===== config.mk =====
export PLATFORM = sky130hd
export DESIGN_NAME = reset_sequencer
export DESIGN_NICKNAME = d
export VERILOG_FILES = /design/src/rtl/reset_sequencer_pkg.sv /design/src/rtl/reset_sequencer_bsl.sv /design/src/rtl/reset_sequencer.sv
export SDC_FILE = /design/constraint.sdc
export NUM_CORES = 1
export LEC_CHECK = 0
export CAP_MARGIN = 30
export CELL_PAD_IN_SITES_DETAIL_PLACEMENT = 1
export CELL_PAD_IN_SITES_GLOBAL_PLACEMENT = 1
export CORE_MARGIN = 1
export CORE_UTILIZATION = 37
export CTS_BUF_LIST = sky130_fd_sc_hd__clkbuf_8
export CTS_CLUSTER_DIAMETER = 120
export DETAILED_ROUTE_END_ITERATION = 8
export PLACE_DENSITY = 0.86
export SLEW_MARGIN = 30
export SYNTH_ARGS = -nofsm -noshare
export SYNTH_HDL_FRONTEND = slang
export SYNTH_SLANG_ARGS = --single-unit

===== constraint.sdc =====
create_clock -name MCLK -period 2.2 [get_ports MCLK]
set_input_delay 0.33 -clock MCLK [delete_from_list [all_inputs] [get_ports MCLK]]
set_output_delay 0.33 -clock MCLK [all_outputs]
set_load 0.02 [all_outputs]

===== src/rtl/reset_sequencer_pkg.sv =====
// Shared constants for the reset sequencer: interrupt vector addresses,
// FSM state encoding and small decode helpers.
package reset_sequencer_pkg;

  // Interrupt vector addresses presented on IntAddrout.
  localparam int IVT_RESET = 63;
  localparam int IVT_PORT1 = 34;

  // Number of TEST rising edges (while RSTn is low) that arms BSL entry.
  localparam int BSL_EDGES = 2;

  // Width of the DEBOUNCE/HOLD cycle counter (covers 1..255).
  localparam int CNT_W = 8;

  typedef enum logic [2:0] {
    ST_RESET    = 3'd0,
    ST_DEBOUNCE = 3'd1,
    ST_HOLD     = 3'd2,
    ST_REQ      = 3'd3,
    ST_RUN      = 3'd4
  } state_t;

  // States in which the system is held in power-up clear.
  function automatic logic is_puc_state(state_t s);
    return (s == ST_RESET) || (s == ST_DEBOUNCE) || (s == ST_HOLD);
  endfunction

  // States in which PUC requests from PUCsrc are accepted.
  function automatic logic is_src_state(state_t s);
    return (s == ST_HOLD) || (s == ST_REQ) || (s == ST_RUN);
  endfunction

endpackage


===== src/rtl/reset_sequencer_bsl.sv =====
// Bootstrap-loader entry detector: counts TEST rising edges while RSTn is
// low and decides, at reset release, whether the BSL entry is pending.
module bsl_entry_detect
  import reset_sequencer_pkg::*;
(
  input  logic MCLK,
  input  logic RSTn,
  input  logic TEST,
  input  logic latch,     // RESET -> DEBOUNCE transition this cycle
  input  logic clr,       // DEBOUNCE -> HOLD or DEBOUNCE abort this cycle
  output logic bsl_pend
);

  localparam logic [1:0] EDGE_SAT = 2'(BSL_EDGES);

  logic       test_q;
  logic [1:0] edge_cnt;
  logic       test_rise;

  assign test_rise = TEST && !test_q;

  // Edge history and saturating edge counter, deliberately outside the pin reset.
  // NOTE: these registers have no reset branch on purpose: the counting
  // happens while RSTn is low, so resetting them would erase what we measure.
  // They are cleared by the sequencer via clr instead.
  always_ff @(posedge MCLK) begin
    if (clr) begin
      test_q   <= 1'b0;
      edge_cnt <= '0;
    end else begin
      test_q <= TEST;
      if (!RSTn && test_rise && (edge_cnt != EDGE_SAT)) begin
        edge_cnt <= edge_cnt + 2'd1;
      end
    end
  end

  // Pending flag captured once at reset release, cleared by the pin reset.
  // NOTE: state registers use non-blocking assignments so every flop samples
  // the pre-edge values, independent of statement order.
  always_ff @(posedge MCLK) begin
    if (!RSTn) begin
      bsl_pend <= 1'b0;
    end else if (latch) begin
      bsl_pend <= (edge_cnt >= EDGE_SAT) && TEST;
    end
  end

endmodule


===== src/rtl/reset_sequencer.sv =====
// Reset sequencer: debounces the RSTn pin, stretches power-up clear, raises
// the reset interrupt, then becomes transparent in the interrupt chain.
// Also records sticky reset causes and forwards the BSL entry decision.
module reset_sequencer
  import reset_sequencer_pkg::*;
#(
  parameter int N_SRC    = 3,
  parameter int IVW      = 6,
  parameter int DEB_CYC  = 4,
  parameter int HOLD_CYC = 8
) (
  input  logic             MCLK,
  input  logic             RSTn,
  input  logic             TEST,
  input  logic [N_SRC-1:0] PUCsrc,
  input  logic             RstCauseClr,
  input  logic             INTACKin,
  input  logic [IVW-1:0]   IntAddrthru,
  output logic             req,
  output logic             INTACKthru,
  output logic [IVW-1:0]   IntAddrout,
  output logic             PUC,
  output logic             BSLenter,
  output logic [N_SRC:0]   RstCause
);

  localparam logic [CNT_W-1:0] DEB_LAST  = CNT_W'(DEB_CYC - 1);
  localparam logic [CNT_W-1:0] HOLD_LAST = CNT_W'(HOLD_CYC - 1);
  localparam logic [N_SRC:0]   CAUSE_PIN = (N_SRC + 1)'(1);

  state_t             state_q, state_d;
  logic [CNT_W-1:0]   cnt_q, cnt_d;
  logic [N_SRC:0]     cause_q, cause_d;
  logic [N_SRC-1:0]   src_acc;
  logic               src_any;
  logic               bsl_latch;
  logic               bsl_clr;
  logic               bsl_pend;

  // PUC requests only count once the pin reset has been released.
  assign src_acc = (RSTn && is_src_state(state_q)) ? PUCsrc : '0;
  assign src_any = |src_acc;

  // Strobes for the BSL detector, derived from the current state and pin.
  assign bsl_latch = (state_q == ST_RESET) && RSTn;
  assign bsl_clr   = (state_q == ST_DEBOUNCE) && (!RSTn || (cnt_q == DEB_LAST));

  // State and counter registers with synchronous pin reset.
  always_ff @(posedge MCLK) begin
    if (!RSTn) begin
      state_q <= ST_RESET;
      cnt_q   <= '0;
    end else begin
      state_q <= state_d;
      cnt_q   <= cnt_d;
    end
  end

  // Next-state and counter logic; evaluated for RSTn high (low is handled above).
  // NOTE: every output of this block gets a default first, so no path can
  // leave a value unassigned and infer a latch.
  always_comb begin
    state_d = state_q;
    cnt_d   = cnt_q;
    case (state_q)
      ST_RESET: begin
        state_d = ST_DEBOUNCE;
        cnt_d   = '0;
      end
      ST_DEBOUNCE: begin
        if (cnt_q == DEB_LAST) begin
          state_d = ST_HOLD;
          cnt_d   = '0;
        end else begin
          cnt_d = cnt_q + 1'b1;
        end
      end
      ST_HOLD: begin
        if (src_any) begin
          cnt_d = '0;
        end else if (cnt_q == HOLD_LAST) begin
          state_d = ST_REQ;
          cnt_d   = '0;
        end else begin
          cnt_d = cnt_q + 1'b1;
        end
      end
      ST_REQ: begin
        if (src_any) begin
          state_d = ST_HOLD;
          cnt_d   = '0;
        end else if (INTACKin) begin
          state_d = ST_RUN;
        end
      end
      ST_RUN: begin
        if (src_any) begin
          state_d = ST_HOLD;
          cnt_d   = '0;
        end
      end
      default: begin
        state_d = ST_RESET;
        cnt_d   = '0;
      end
    endcase
  end

  // Sticky cause update: a clear is overridden by sources accepted this cycle.
  always_comb begin
    cause_d = RstCauseClr ? '0 : cause_q;
    cause_d[N_SRC:1] = cause_d[N_SRC:1] | src_acc;
  end

  // Cause register; the pin reset leaves only the pin-reset flag set.
  always_ff @(posedge MCLK) begin
    if (!RSTn) begin
      cause_q <= CAUSE_PIN;
    end else begin
      cause_q <= cause_d;
    end
  end

  bsl_entry_detect u_bsl (
    .MCLK     (MCLK),
    .RSTn     (RSTn),
    .TEST     (TEST),
    .latch    (bsl_latch),
    .clr      (bsl_clr),
    .bsl_pend (bsl_pend)
  );

  // Outputs and interrupt-chain mux; a low pin forces the reset values at once.
  always_comb begin
    PUC        = 1'b1;
    req        = 1'b0;
    IntAddrout = '0;
    INTACKthru = 1'b0;
    BSLenter   = 1'b0;
    RstCause   = CAUSE_PIN;
    if (RSTn) begin
      PUC      = is_puc_state(state_q);
      BSLenter = bsl_pend && is_src_state(state_q);
      RstCause = cause_q;
      case (state_q)
        ST_REQ: begin
          req        = 1'b1;
          IntAddrout = IVW'(IVT_RESET);
        end
        ST_RUN: begin
          IntAddrout = IntAddrthru;
          INTACKthru = INTACKin;
        end
        default: begin
          req = 1'b0;
        end
      endcase
    end
  end

endmodule


==> impl_table.tex <==
\begin{tabular}{lr}
\hline
Metric & Value \\
\hline
\multicolumn{2}{l}{\textbf{Drt}} \\
DR pass1 iterations & 4 \\
Average wire length per cell after detail routing & 15.5 um \\
Total length of routed wires & about 3400 um \\
Number of design rule violations left after detail routing & 0 \\
Post-route antenna net violation count & 0 \\
Starting DRT DRC Count & 30 \\
Routed vias & 1172 \\
Post-DR vias/cell & 5.30 \\
\multicolumn{2}{l}{\textbf{STA}} \\
Fmax & 471 MHz \\
Final Hold Viols & 0 \\
Least-Margin Pin Slew & between 0.6 and 0.7 ns \\
Fin Setup TNS & 0 ns \\
Max-Slew Margin vs Limit & 0.581 \\
Setup clock skew after layout & between 0.005 and 0.006 ns \\
Setup repair after global routing missed its margin & false \\
Smallest hold slack & 0.485 ns \\
Tmin final & 2.12 ns \\
Final period util & 0.966 \\
Max-slew violation total from the final report & 0 \\
Final setup fails & 0 \\
\multicolumn{2}{l}{\textbf{Setup path}} \\
Worst R2R End & u\_bsl.edge\_cnt[1] \\
Reg-to-reg setup timing slack & 0.33 ns \\
Worst Path Arrival & 1.79 ns \\
Number of cells on the worst reg-to-reg path & 5 \\
Critical path required time & $\sim$1.9 ns \\
Largest driver fanout on the critical path & 25 \\
Kind of start point of the critical path & input pin \\
Path type of the worst setup path & in2out \\
Reg-to-reg startpoint & cnt\_q[4] \\
Worst setup EP type & output port \\
\multicolumn{2}{l}{\textbf{Floorplan}} \\
Core area & roughly 3100 um2 \\
Die width & 58.8 um \\
Number of rows in the core area & 20 \\
Die area & roughly 3500 um2 \\
Top-level I/O count & 28 \\
Initial core utilization & 0.391 \\
Vertical die dimension & 58.8 um \\
\multicolumn{2}{l}{\textbf{Worst hold path}} \\
Hold\_sp & cause\_q[0] \\
Worst hold path stage count & 2 \\
Hold Path End & cause\_q[0] \\
Hold crit path type & reg2reg \\
\multicolumn{2}{l}{\textbf{Yosys}} \\
Ys flop type & dfxtp\_1 \\
Synthesis warning total & 0 \\
Net count of the mapped netlist & 166 \\
Synthesized area & 1190 um2 \\
Post-synth top cells & 19 x dfxtp\_1, 15 x a21oi\_1, 13 x nand2\_1, 12 x nor2\_1, 9 x inv\_1 \\
Fraction of registers with async set or reset after synthesis & 0 \\
Post-synthesis average cell area & 7.95 um2 \\
Top-area cell type share of the netlist area & 0.319 \\
Most instantiated library cell after synthesis & dfxtp\_1 \\
Cell taking the most area after synthesis & dfxtp\_1 \\
Post-Syn Instances & 150 \\
Top post-synthesis cells by area & dfxtp\_1 32\%, a21oi\_1 6.3\%, xnor2\_1 5.1\% \\
Count of flip-flops with a built-in enable after synthesis & 0 \\
Sequential share of the synthesized area & 0.319 \\
Number of register bits inferred by synthesis & 19 \\
Library cells used by synthesis & 44 \\
\multicolumn{2}{l}{\textbf{Place}} \\
Final GP Congestion & 0.750 \\
Count of input and output buffers & 27 \\
Post-DP Area & between 1500 and 2000 um2 \\
Dpl hpwl & between 2000 and 3000 um \\
DP Cell Count & around 220 \\
\multicolumn{2}{l}{\textbf{Layout}} \\
Count of placed standard cells in the final layout, fillers left out & 221 \\
Fraction of final layout cells sized beyond drive strength 1 & 0.102 \\
Layout filler cell count & about 400 \\
Total number of nets in the final design & 194 \\
N\_diodes & 0 \\
Post-route cell area & 1580 um2 \\
Area Growth Syn to Fin & 32.7\% \\
\multicolumn{2}{l}{\textbf{Pwr}} \\
Cell area power density & 827 nW/um2 \\
Design Power & $\sim$1300 uW \\
Maximum VDD drop & 0.426 mV \\
Leak Pwr & 0.000716 uW \\
\multicolumn{2}{l}{\textbf{GRT}} \\
Maximum number of pins on one net before global-route repair & 26 \\
Gr usage total & 0.222 \\
Vias in the first global route & 1229 \\
Initial antenna violation count & 0 \\
First-pass GRT wire length & 5770 um \\
Overflow left after global routing & 0 \\
\multicolumn{2}{l}{\textbf{Clock tree}} \\
Sinks on Clock Net & 19 \\
TritonCTS buffer count & 3 \\
Latest clock arrival within the worst-skew pair & $\sim$0.26 ns \\
Root Driver & clkbuf\_8 \\
Hold-fix buffers at CTS & 0 \\
Maximum clock insertion buffer count & 2 \\
Clock tree from TritonCTS & yes \\
Number of H-tree levels & 1 \\
Clk pin slew, worst setup/hold paths & about 0.07 ns \\
\multicolumn{2}{l}{\textbf{Run status}} \\
Run status & complete, no violations \\
\multicolumn{2}{l}{\textbf{Flow run}} \\
Count of max-cap constraint violations & 0 \\
\hline
\end{tabular}
## worst max-delay path, cell delays in order
cell and delay (ns):
clkdlybuf4s50_1 0.52, buf_12 0.17, and2_1 0.14, clkdlybuf4s50_1 0.62
## worst max path at each step
stage	start	endpoint	slack [ns]
4_1_cts	state_q[1]	IntAddrout[3]	0.02
5_1_grt	state_q[1]	req	0.02
3_3_place_gp	RSTn	BSLenter	0.08
3_5_place_dp	RSTn	INTACKthru	0.07
2_1_floorplan	state_q[1]	IntAddrout[0]	0.48
6_report	RSTn	req	0.08
## repair_timing
item / 4_1_cts / 5_1_grt
hold endpoints to repair: 0 / 0
gates resized for setup: 2 / 7
buffers inserted: 0 / 0
endpoints found under the setup margin: 8 / 7
## area by class of cell
cell class / instances / area, um2 / share of cell area
clock inverters: 1 / 5.00 / 0.00316
clock buffers: 3 / 41.3 / 0.0261
flip-flops and latches: 19 / 380 / 0.240
multi-input cells: 111 / 716 / 0.452
repair buffers: 34 / 352 / 0.222
inverters: 9 / 33.8 / 0.0213
well taps: 44 / 55.1 / 0.0348
## cells in the final DEF (no fill, tap or decap), types with 3 or more instances in the layout
cell type,n
buf_4,6
and2_1,6
dlymetal6s2s_1,7
xnor2_1,7
nand2_1,13
clkdlybuf4s50_1,19
inv_1,9
nor2_1,12
a21oi_1,15
nor2b_1,8
dfxtp_1,19
o21ai_0,8
clkbuf_8,3
## metrics by stage
step	util	worst slack [ns]
floorplan	-	0.475
global placement	0.498	0.0799
detailed placement	0.498	0.0716
CTS	0.513	0.0225
global route	0.518	0.0177
finish	0.518	0.0757
## per-layer routing
metal / global-route usage / wire [um] / vias to the layer above
met2: 0.429 / 1940 / 9
met1: 0.236 / 1370 / 578
li1: - / - / 578
met5: 0 / 0 / -
met4: 0.0850 / 63 / 0
met3: 0.0374 / 61 / 7
## state kept, by name, summed over array words and instances, names as in the netlist
name	flops
cnt_q	8
u_bsl.test_q	1
u_bsl.edge_cnt	2
state_q	3
cause_q	4
u_bsl.bsl_pend	1
## cell families (layout without fill, tap and decap cells)
kind of cell | Yosys count | count (layout) | synth area share
XOR/XNOR | 8 | 8 | 0.0588
buffers and inverters | 20 | 47 | 0.0818
AND/OR/NAND/NOR | 58 | 58 | 0.270
flip-flops | 19 | 19 | 0.319
AO/OA/AOI/OAI | 42 | 42 | 0.241
adder cells (fa/ha/maj) | 3 | 3 | 0.0294
## power breakdown
group          switching, uW  leakage (uW)  internal [uW]
logic                    335      0.000535            259
clock network            126     0.0000255            126
registers               51.3      0.000155            412
No activity file was read; power rests on OpenSTA's default activity.
